**src/rtl/num_input_fifo_if.sv**
```systemverilog
// rtl/num_input_fifo_if.sv - delivery and status bundle between num_input_fifo and the CPU
interface num_input_fifo_if #(
   parameter int WIDTH = 8,
   parameter int DEPTH = 4
) ();
   localparam int CW = $clog2(DEPTH) + 1;

   logic             block;
   logic [WIDTH-1:0] num_in;
   logic             num_clk;
   logic [CW-1:0]    count;
   logic             full;
   logic             empty;
   logic             overflow;

   modport master (input block, output num_in, num_clk, count, full, empty, overflow);
   modport slave  (output block, input num_in, num_clk, count, full, empty, overflow);
endinterface

```
**src/rtl/num_input_fifo.sv**
```systemverilog
// rtl/num_input_fifo.sv - debounced button capture of switch values into a FIFO
// Queued values are strobed to the CPU one per block request.
module num_input_fifo #(
   parameter int WIDTH    = 8,
   parameter int DEPTH    = 4,
   parameter int DEBOUNCE = 4
) (
   input  logic                   clkin,
   input  logic                   reset,
   input  logic [WIDTH-1:0]       sw_in,
   input  logic                   btn,
   num_input_fifo_if.master       cpu
);
   localparam int PW  = $clog2(DEPTH);
   localparam int CW  = PW + 1;
   localparam int DBW = $clog2(DEBOUNCE + 1);

   typedef enum logic [1:0] {IDLE, PULSE, WAIT} state_t;

   state_t           state_q, state_d;
   logic [WIDTH-1:0] sw_meta_q, sw_s_q;
   logic             btn_meta_q, btn_s_q;
   logic [DBW-1:0]   db_cnt_q, db_cnt_d;
   logic             btn_clean_q, btn_clean_d;
   logic             btn_prev_q;
   logic [PW-1:0]    wr_ptr_q, wr_ptr_d, rd_ptr_q, rd_ptr_d;
   logic [CW-1:0]    count_q, count_d;
   logic             full_q, full_d, empty_q, empty_d;
   logic             overflow_q, overflow_d;
   logic [WIDTH-1:0] num_in_q, num_in_d;
   logic             num_clk_q, num_clk_d;
   logic [WIDTH-1:0] mem_q [DEPTH];
   logic             push, pop, push_ok;

   // The level only flips after DEBOUNCE consecutive disagreeing samples.
   always_comb begin
      db_cnt_d    = '0;
      btn_clean_d = btn_clean_q;
      if (btn_s_q != btn_clean_q) begin
         if (db_cnt_q == DBW'(DEBOUNCE - 1)) begin
            btn_clean_d = btn_s_q;
         end else begin
            db_cnt_d = db_cnt_q + DBW'(1);
         end
      end
   end

   assign push    = btn_clean_q & ~btn_prev_q;
   assign pop     = (state_q == PULSE);
   assign push_ok = push & (~full_q | pop);

   always_comb begin
      wr_ptr_d   = push_ok ? wr_ptr_q + PW'(1) : wr_ptr_q;
      rd_ptr_d   = pop ? rd_ptr_q + PW'(1) : rd_ptr_q;
      count_d    = count_q;
      if (push_ok && !pop) count_d = count_q + CW'(1);
      if (!push_ok && pop) count_d = count_q - CW'(1);
      full_d     = (count_d == CW'(DEPTH));
      empty_d    = (count_d == '0);
      overflow_d = overflow_q | (push & full_q & ~pop);
   end

   always_comb begin
      state_d = state_q;
      case (state_q)
         IDLE:    if (cpu.block && !empty_q) state_d = PULSE;
         PULSE:   state_d = WAIT;
         WAIT:    if (!cpu.block) state_d = IDLE;
         default: state_d = IDLE;
      endcase
   end

   always_comb begin
      num_in_d  = num_in_q;
      num_clk_d = 1'b0;
      if (state_q == IDLE && cpu.block && !empty_q) begin
         num_in_d  = mem_q[rd_ptr_q];
         num_clk_d = 1'b1;
      end
   end

   always_ff @(posedge clkin or posedge reset) begin
      if (reset) state_q <= IDLE;
      else       state_q <= state_d;
   end

   always_ff @(posedge clkin or posedge reset) begin
      if (reset) begin
         sw_meta_q   <= '0;
         sw_s_q      <= '0;
         btn_meta_q  <= 1'b0;
         btn_s_q     <= 1'b0;
         db_cnt_q    <= '0;
         btn_clean_q <= 1'b0;
         btn_prev_q  <= 1'b0;
         wr_ptr_q    <= '0;
         rd_ptr_q    <= '0;
         count_q     <= '0;
         full_q      <= 1'b0;
         empty_q     <= 1'b1;
         overflow_q  <= 1'b0;
         num_in_q    <= '0;
         num_clk_q   <= 1'b0;
      end else begin
         sw_meta_q   <= sw_in;
         sw_s_q      <= sw_meta_q;
         btn_meta_q  <= btn;
         btn_s_q     <= btn_meta_q;
         db_cnt_q    <= db_cnt_d;
         btn_clean_q <= btn_clean_d;
         btn_prev_q  <= btn_clean_q;
         wr_ptr_q    <= wr_ptr_d;
         rd_ptr_q    <= rd_ptr_d;
         count_q     <= count_d;
         full_q      <= full_d;
         empty_q     <= empty_d;
         overflow_q  <= overflow_d;
         num_in_q    <= num_in_d;
         num_clk_q   <= num_clk_d;
      end
   end

   // Storage needs no reset: occupancy and pointers define what is valid.
   always_ff @(posedge clkin) begin
      if (push_ok) mem_q[wr_ptr_q] <= sw_s_q;
   end

   assign cpu.num_in   = num_in_q;
   assign cpu.num_clk  = num_clk_q;
   assign cpu.count    = count_q;
   assign cpu.full     = full_q;
   assign cpu.empty    = empty_q;
   assign cpu.overflow = overflow_q;
endmodule

```
**src/flat_wrapper.sv**
```systemverilog
// flat-port wrapper written by rule: the top's interface ports become plain ports
module num_input_fifo_flat 
#(
   parameter int WIDTH    = 8,
   parameter int DEPTH    = 4,
   parameter int DEBOUNCE = 4
)
  (clkin, reset, sw_in, btn, cpu_block, cpu_num_in, cpu_num_clk, cpu_count, cpu_full, cpu_empty, cpu_overflow);
  num_input_fifo_if #(.WIDTH(WIDTH), .DEPTH(DEPTH)) cpu_i ();
  input  logic clkin;
  input  logic reset;
  input  logic [WIDTH-1:0] sw_in;
  input  logic btn;
  input wire logic [$bits(cpu_i.block)-1:0] cpu_block;
  output wire logic [$bits(cpu_i.num_in)-1:0] cpu_num_in;
  output wire logic [$bits(cpu_i.num_clk)-1:0] cpu_num_clk;
  output wire logic [$bits(cpu_i.count)-1:0] cpu_count;
  output wire logic [$bits(cpu_i.full)-1:0] cpu_full;
  output wire logic [$bits(cpu_i.empty)-1:0] cpu_empty;
  output wire logic [$bits(cpu_i.overflow)-1:0] cpu_overflow;
  assign cpu_i.block = cpu_block;
  assign cpu_num_in = cpu_i.num_in;
  assign cpu_num_clk = cpu_i.num_clk;
  assign cpu_count = cpu_i.count;
  assign cpu_full = cpu_i.full;
  assign cpu_empty = cpu_i.empty;
  assign cpu_overflow = cpu_i.overflow;
  num_input_fifo #(.WIDTH(WIDTH), .DEPTH(DEPTH), .DEBOUNCE(DEBOUNCE)) u_core (.clkin(clkin), .reset(reset), .sw_in(sw_in), .btn(btn), .cpu(cpu_i));
endmodule
```
**config.mk**
```make
export PLATFORM = sky130hd
export DESIGN_NAME = num_input_fifo_flat
export DESIGN_NICKNAME = d
export VERILOG_FILES = /design/src/rtl/num_input_fifo_if.sv /design/src/rtl/num_input_fifo.sv /design/src/flat_wrapper.sv
export SDC_FILE = /design/constraint.sdc
export NUM_CORES = 1
export LEC_CHECK = 0
export BUFFER_PORTS_ARGS = -buffer_cell sky130_fd_sc_hd__buf_2
export CAP_MARGIN = 20
export CORE_ASPECT_RATIO = 2
export CORE_UTILIZATION = 61
export DETAILED_ROUTE_END_ITERATION = 10
export HOLD_SLACK_MARGIN = 0.05
export MAX_ROUTING_LAYER = met4
export PLACE_DENSITY = 0.82
export REMOVE_ABC_BUFFERS = 1
export SLEW_MARGIN = 5
export SYNTH_ARGS = -nofsm -noshare
export SYNTH_HDL_FRONTEND = slang
export SYNTH_SLANG_ARGS = --single-unit
```
**constraint.sdc**
```tcl
create_clock -name clkin -period 5 [get_ports clkin]
set_clock_uncertainty 0.2 [all_clocks]
set_input_delay 1 -clock clkin [delete_from_list [all_inputs] [get_ports clkin]]
set_output_delay 1 -clock clkin [all_outputs]
set_load 0.02 [all_outputs]
```
Yosys cells after proc, flatten, opt, wreduce, memory -nomap -nowiden

Memory sizes are Yosys's and may differ from the RTL's. A register that Yosys moved wholly into a read port is not among the register bits.
Index checks and enable logic that the tools add are counted.

Multiplexer cells: 10
Bitwise gates (word level): 9
Equality and inequality tests: 7
Add/subtract/negate cells: 5
Reductions and logical operators: 12

Operator list:

| cell                  | count |
|---|---|
| $mux W3               | 4 |
| $add A3 B1 Y3 const B | 2 |
| $pmux W2 S3           | 1 |
| $logic_and A1 B1 Y1   | 5 |
| $add A2 B1 Y2 const B | 2 |
| $and A1 B1 Y1         | 4 |
| $mux W2               | 2 |
| $reduce_and A2 Y1     | 2 |
| $eq A3 B2 Y1 const B  | 1 |
| $eq A3 B3 Y1 const B  | 1 |
| $logic_not A1 Y1      | 3 |
| $logic_not A3 Y1      | 1 |
| $mux W1               | 3 |
| $not A1 Y1            | 3 |
| $sub A3 B1 Y3 const B | 1 |
| $eq A2 B1 Y1 const B  | 1 |
| $eq A2 B2 Y1 const B  | 1 |
| $logic_not A2 Y1      | 1 |
| $ne A2 B1 Y1 const B  | 1 |
| $ne A2 B2 Y1 const B  | 1 |
| $or A1 B1 Y1          | 2 |
| $ne A1 B1 Y1          | 1 |

Bits in registers: 36
Logic and storage cells: 59
Bits in writable memories: 32
Bits of input ports: 12
Output and inout bits: 15
Memories kept: 1

Memories:

| memory       | depth | width | rd ports | clocked after memory_dff | write ports | line                 | source |
|---|---|---|---|---|---|---|---|
| u_core.mem_q | 4     | 8     | 1        | 1                        | 1           | num_input_fifo.sv:32 | `logic [WIDTH-1:0] mem_q [DEPTH];` |

Longest topological paths before layout

Gate-level depths: netlist of run 1.

Word-level depth: 7
Gate-level depth with buffers: 5
Gate-level depth less buffers: 5

Least setup slack after synthesis of run 1

No wires, ideal clock.

Kind: input port to flip-flop
Start point: input cpu_block
End point: register u_core.num_in_q[0] (netlist: u_core.cpu.num_in[0]), read port of u_core.mem_q
Buffers on the path: 0
Stages: 2
Setup time: 125 ps
Data required time: 4,675 ps
Arrival time: 1,769 ps
Slack: 2,906 ps
Cells stage by stage: nor4b_4 > mux2_2

Longest elaborated chain between the ends: 2

Ends and longest elaborated chain:

| item                             | line                 | source |
|---|---|---|
| start: declaration               | flat_wrapper.sv:14   | `input wire logic [$bits(cpu_i.block)-1:0] cpu_block;` |
| $logic_and A1 B1 Y1 (2 in a row) | num_input_fifo.sv:76 | `if (state_q == IDLE && cpu.block && !empty_q) begin` |
| end: declaration                 | num_input_fifo.sv:30 | `logic [WIDTH-1:0] num_in_q, num_in_d;` |

Every way passes these cells.
A chain may end at the register's enable or synchronous reset.

Worst setup path in the final report of run 1

Start point: register u_core.empty_q (netlist: u_core.cpu.empty)
End point: output cpu_empty

RTL lines:

| item                     | line                  | source |
|---|---|---|
| start: declaration       | num_input_fifo.sv:28  | `logic full_q, full_d, empty_q, empty_d;` |
| start signal: assignment | num_input_fifo.sv:116 | `empty_q <= empty_d;` |
| end: declaration         | flat_wrapper.sv:19    | `output wire logic [$bits(cpu_i.empty)-1:0] cpu_empty;` |

No word-level cell between the ends.

==> flow_summary.ini, run 1 <==
[status]
status = finished, final reports clean

[setup_path]
cpPeakStageDelay_ns = 0.57
path_cells = buf_2
crit_type = reg -> out
cp.arrival_ns = 1.07
crit_slowest_cell = dfstp_2
cp_max_fo = 3
cp_num_buf_inv = 1
worst_setup_path_end_kind = output pin
critPathLaunchType = flop
critPathRequiredTime_ns = 3.80
worst_path_dominant_cell_family = flip-flops

[layout]
n_antenna_cell = 0
final_util_pct = 73.27
areaGrowthSynthToFinish_pct = 15.27
seqCellArea_sq_um = 2063
fill_cells = 268
multiInputGateArea_sq_um = 694.4
final_layout_size_suffix_gt1_share_pct = 35.75
instances_no_fill = 247
design_area_sq_um = 3211
final_nets = 207

[cts]
ctsResizeCount = 0
insertion_delay_ns = 0.33
htreeDepth = 3
clock_sinks = 76
cts_hold_buf = 0
cts_tree = done
cts.clk_slew.worst_paths_ns = 0.08
cts_buffer_depth = 2
clock_tree.root_cell = clkbuf_8
cts_buffers = 9
post_cts.repair.setup_buffers = 0

[timing]
rsz0062_at_grt = no
setup_viol = 0
tightest_slew_ns = 0.5850
period_minus_slack_ns = 2.271
hold_viol = 0
relSlewSlack_pct = 60.83
fmax_mhz = 440.4
finalCritPeriodShare_pct = 45.41
setup_tns_ns = 0
fin_hold_ws_ns = 0.1342
drv_slew = 0

[logic_synthesis]
synth_area_per_cell_sq_um = 18.32
seq_area_frac_synth_pct = 74.08
yosysWarnings = 0
synth_cell_types = 34
synthesis.area_sq_um = 2785
ys_ff_latch = 76
synth_cells = 152

[global_route]
grt_use_total_pct = 21.35
grt.overflow.total = 0
grt_pass1_wl_microns = 7224
grt_pass1_vias = 1558
antenna_found_initial = 0
grt_max_degree = 45

[floorplan]
chipWidth_microns = 49.78
pin_count = 27
fp.dieArea_sq_um = 4857
dieHeight_microns = 97.56
design.core.area_sq_um = 4382
start_util_pct = 63.56
rows = 34

[flow_run]
cap_violations = 0

[routing]
wirelength_microns = 4235
firstDrtPassIters = 4
vias = 1375
viasPerCell = 5.567
drc = 0
postRouteAntennaNets = 0
drt_iter0_markers = 28
routedWlPerCell_microns = 17.15

[placed_design]
place.detailed.hpwl_microns = 3044
place_inst = 231
routabilityCongestion = 0.8003
placed_area_sq_um = 2982
portBuffers = 26

[power]
p_per_area_nw_per_um2 = 614.3
leakage_uw = 0.001309
vdd_drop_max_mv = 0.4693

[min_path]
hold_path.class = reg -> reg
registers in the layout, indices dropped and copies added (netlist names):
register / cells
u_core.cpu.count: 3
u_core.sw_meta_q: 8
u_core.cpu.num_clk: 1
u_core.cpu.full: 1
u_core.cpu.overflow: 1
u_core.cpu.num_in: 8
u_core.rd_ptr_q: 2
u_core.btn_prev_q: 1
u_core.sw_s_q: 8
u_core.btn_s_q: 1
u_core.state_q: 2
u_core.wr_ptr_q: 2
u_core.mem_q: 32
u_core.btn_meta_q: 1
u_core.cpu.empty: 1
u_core.btn_clean_q: 1
u_core.db_cnt_q: 3
where the power goes:
group / internal (uW) / total [uW] / switching [uW] / leakage [uW]
clock: 311 / 515 / 204 / 0.000112
combinational: 259 / 535 / 276 / 0.000384
sequential: 801 / 922 / 120 / 0.000813
stage by stage:
step | power [uW] | setup WS (ns)
floorplan | 1310 | 2.771
global placement | 1426 | 2.695
detailed placement | 1476 | 2.632
CTS | 1988 | 2.714
global route | 2090 | 2.613
finish | 1972 | 2.729
routing by layer:
metal / GRT usage, % / vias up / part of all wire (%)
met4: 10.77 / 0 / 2.1
met3: 5.008 / 10 / 2.5
li1: - / 631 / -
met1: 21.93 / 706 / 36
met2: 36.69 / 28 / 60
met5: - / - / 0
cells in the final DEF, fill, tap and decap left out, drive strengths merged, types with 2 or more instances in the layout:
master	synthesis	final
mux4	8	8
nand2b	2	2
bufinv	0	2
ha	7	7
nor2	3	3
and2	4	4
nor3	3	3
buf	2	27
o21ai	5	5
nand2	3	3
nor2b	3	3
mux2	9	9
xnor2	5	5
clkbuf	0	12
dfrtp	43	43
and3	2	2
inv	5	5
nor4b	3	3
edfxtp	32	32
area by class of cell:
cell class / instances / share of cell area [%]
Clock buffer: 12 / 4.871
Sequential cell: 76 / 64.26
Tap cell: 54 / 2.104
Timing Repair Buffer: 27 / 4.287
Clock inverter: 4 / 2.260
Multi-Input combinational cell: 69 / 21.63
Inverter: 5 / 0.5846
synthesized netlist by cell type, drive strengths merged:
master   number  area (sq um)
nor2          3         13.77
mux4          8         180.2
a21oi         1         5.000
mux2          9         101.4
and2          4         25.02
nand3         1         5.000
buf           2         8.750
and3          2         15.01
edfxtp       32         960.9
o21a          1         8.760
nand3b        1         7.510
nor4          1         6.260
inv           5         18.77
nor3b         1         7.510
dfrtp        43          1076
nor4b         3         41.29
ha            7         87.58
and2b         1         10.01
a31o          1         8.760
nor3          3         20.02
nor2b         3         18.77
o21bai        1         7.510
nand2b        2         12.51
o21ai         5         25.02
or4           1         11.26
a2bb2oi       1         8.760
nand2         3         11.26
xnor2         5         43.79
a211oi        1         12.51
dfstp         1         26.28
kinds of logic (layout without fill, tap and decap cells):
logic type / count (synthesis) / after routing / synth area share [%]
and+or+nand+nor: 29 / 29 / 7.368
muxes: 17 / 17 / 10.11
AOI/OAI and AO/OA: 11 / 11 / 2.740
buffers and inverters: 7 / 48 / 0.9881
xor gates and xnor gates: 5 / 5 / 1.572
adders and majority gates: 7 / 7 / 3.145
DFF: 76 / 76 / 74.08
path summary, 6_finish.rpt:
path                            slack (ns)  cells after the start                           from                            end
worst min-delay path                  0.13                      0  u_core.sw_meta_q[3]$_DFF_PP0_     u_core.sw_s_q[3]$_DFF_PP0_
min in group asynchronous             0.60                      3                          reset     u_core.sw_s_q[7]$_DFF_PP0_
max in group asynchronous             3.60                      3                          reset  u_core.sw_meta_q[6]$_DFF_PP0_
worst min register to register        0.13                      0  u_core.sw_meta_q[3]$_DFF_PP0_     u_core.sw_s_q[3]$_DFF_PP0_
worst max register to register        2.81                      3  u_core.state_q[1]$_DFFE_PP0P_   u_core.mem_q[0][4]$_DFFE_PP_
worst max-delay path                  2.73                      1     u_core.cpu.empty$_DFF_PP1_                      cpu_empty
No activity file was read; power rests on OpenSTA's default activity.
==> inputs of run 2 (changes only) <==
Settings changed: CORE_UTILIZATION 61 to 52, PLACE_DENSITY 0.82 to 0.74.
Clock period 5 ns to 1.9 ns, I/O delays scaled along.
==> run 2 against run 1 <==
Register-to-register slack worse by 2.7 ns. Power rose to 2.5 times the previous value. Worst setup slack worse by 2.7 ns. Critical path depth up 4. Final area up 3.4%. Worst hold slack worse by 0.0071 ns. Via count up 4.9%. Clock-buffer cell count up 1. Critical endpoint is now u_core.cpu.full$_DFF_PP0_. Largest power group unchanged.
==> flow_summary.ini, run 2 (same netlist as run 1, synthesis figures left out) <==
[status]
status = finished, final reports clean

[timing]
drv_slew = 0
fin_hold_ws_ns = 0.1272
setup_viol = 0
relSlewSlack_pct = 69.12
finalCritPeriodShare_pct = 96.67
period_minus_slack_ns = 1.837
hold_viol = 0
fmax_mhz = 544.4
tightest_slew_ns = 0.4567
setup_tns_ns = 0

[layout]
design_area_sq_um = 3318
largest_register = u_core.mem_q
layout.cells.most_common_list = dfrtp_1 (42), edfxtp_1 (32), buf_2 (26)
areaGrowthSynthToFinish_pct = 19.14
n_antenna_cell = 0
final_nets = 224
final_common_cell = dfrtp_1
final_layout_size_suffix_gt1_share_pct = 38.10
largest_register_ffs = 32
fill_cells = 380

[floorplan]
dieHeight_microns = 105.5
rows = 37
fp.dieArea_sq_um = 5671
design.core.area_sq_um = 5139
chipWidth_microns = 53.75
start_util_pct = 54.20
pin_count = 27

[setup_path]
critPathLaunchType = flop
regToRegSetupSlack_ns = 0.06
cp_num_buf_inv = 1
worst_path_dominant_cell_family = flip-flops
crit_type = reg -> reg
cpPeakStageDelay_ns = 0.41
critPathRequiredTime_ns = 1.95
path_cells = inv_1, ha_1, nor4_2, o21ai_1, a211oi_2
crit_slowest_cell = dfrtp_1
cp_max_fo = 5
cp.arrival_ns = 1.89
worst_setup_path_end_kind = flop

[global_route]
grt.overflow.total = 0
grt_pass1_vias = 1553
grt_max_degree = 45
antenna_found_initial = 0
grt_use_total_pct = 19.56
grt_pass1_wl_microns = 7093

[power]
switching_share_pct = 31.86
leakage_uw = 0.001358
clkPwrFrac_pct = 19.9
combinationalPowerShare_pct = 32.6
p_per_area_nw_per_um2 = 1496
seqPwrFrac_pct = 47.6
p_int_uw = 3383
p_switching_uw = 1582
vdd_drop_max_mv = 0.8557

[cts]
cts_buffer_depth = 2
cts_buffers = 9
htreeDepth = 3
cts_tree = done
clock_tree.root_cell = clkbuf_8
cts.clk_slew.worst_paths_ns = 0.07
insertion_delay_ns = 0.35
clock_sinks = 76

[min_path]
hold_path.class = in -> reg

[routing]
routedWlPerCell_microns = 16.41
drc = 0
postRouteAntennaNets = 0
vias = 1443
drt_iter0_markers = 33
wirelength_microns = 4399
firstDrtPassIters = 4
viasPerCell = 5.384

[flow_run]
cap_violations = 0

[placed_design]
portBuffers = 26
placed_area_sq_um = 3052
place.detailed.hpwl_microns = 3177
routabilityCongestion = 0.8398
-- run 2: cell types whose count changed in the layout (fill, tap and decap cells not counted), sizes merged --
cell         change
clkinv           +3
clkbuf           +1
clkinvlp         -1
inv              -1
buf              +7
dlygate4sd3     +10
bufinv           -2
-- run 2: metrics by stage --
| stage | power [uW] | cells | util (%) | worst slack, ns |
|---|---|---|---|---|
| after global routing | 5263 | 268 | 64.57 | -0.02209 |
| after CTS | 5007 | 268 | 64.33 | 0.01375 |
| final | 4966 | 268 | 64.57 | 0.06324 |
| after global placement | 3869 | 242 | 59.39 | 0.1404 |
| after detailed placement | 3997 | 242 | 59.39 | 0.02711 |
| after floorplan | 3447 | 150 | - | 0.05856 |
-- run 2: layout make-up --
class	instances	area [sq um]	area share [%]
multi-input combinational	69	705.7	21.27
tap	58	72.57	2.187
timing repair buffer	44	302.8	9.125
clock inverter	3	15.01	0.4525
clock buffer	13	138.9	4.186
sequential	76	2064	62.22
inverter	5	18.77	0.5656
-- run 2: worst reg2reg max path: stages, from the launching register on --
cell and delay [ns]:
dfrtp_1 0.41, inv_1 0.10, ha_1 0.34, nor4_2 0.30, o21ai_1 0.16, a211oi_2 0.25
-- run 2: worst paths after layout --
check                                               from                            end  cells after the start
max                        u_core.cpu.count[1]$_DFF_PP0_      u_core.cpu.full$_DFF_PP0_                      5
min                                            cpu_block  u_core.state_q[0]$_DFFE_PP0P_                      2
max reg2reg                u_core.cpu.count[1]$_DFF_PP0_      u_core.cpu.full$_DFF_PP0_                      5
min reg2reg                u_core.sw_meta_q[7]$_DFF_PP0_     u_core.sw_s_q[7]$_DFF_PP0_                      0
max in group asynchronous                          reset     u_core.cpu.empty$_DFF_PP1_                      4
min in group asynchronous                          reset     u_core.sw_s_q[4]$_DFF_PP0_                      4
-- run 2: per-layer routing --
layer | vias to the layer above | GRT usage [%] | wire (microns) | part of all wire, %
li1 | 664 | - | - | -
met1 | 743 | 17.32 | 1476 | 34
met2 | 26 | 32.45 | 2652 | 60
met3 | 10 | 7.504 | 146 | 3.3
met4 | 0 | 11.84 | 124 | 2.8
met5 | - | - | 0 | 0
-- run 2: timing repair --
action	4_1_cts	5_1_grt
endpoints found under the setup margin	0	34
setup buffers	0	0
resized for setup	0	7
hold buffers	10	0
endpoints found under the hold margin	52	0
-- run 2: power by group through the flow --
stage,Sequential (uW),Combinational [uW],Clock [uW]
2_1_floorplan,2570,877,0
3_3_place_gp,2360,1510,0
3_5_place_dp,2400,1600,0
4_1_cts,2370,1620,1020
5_1_grt,2410,1760,1100
6_report,2360,1620,986
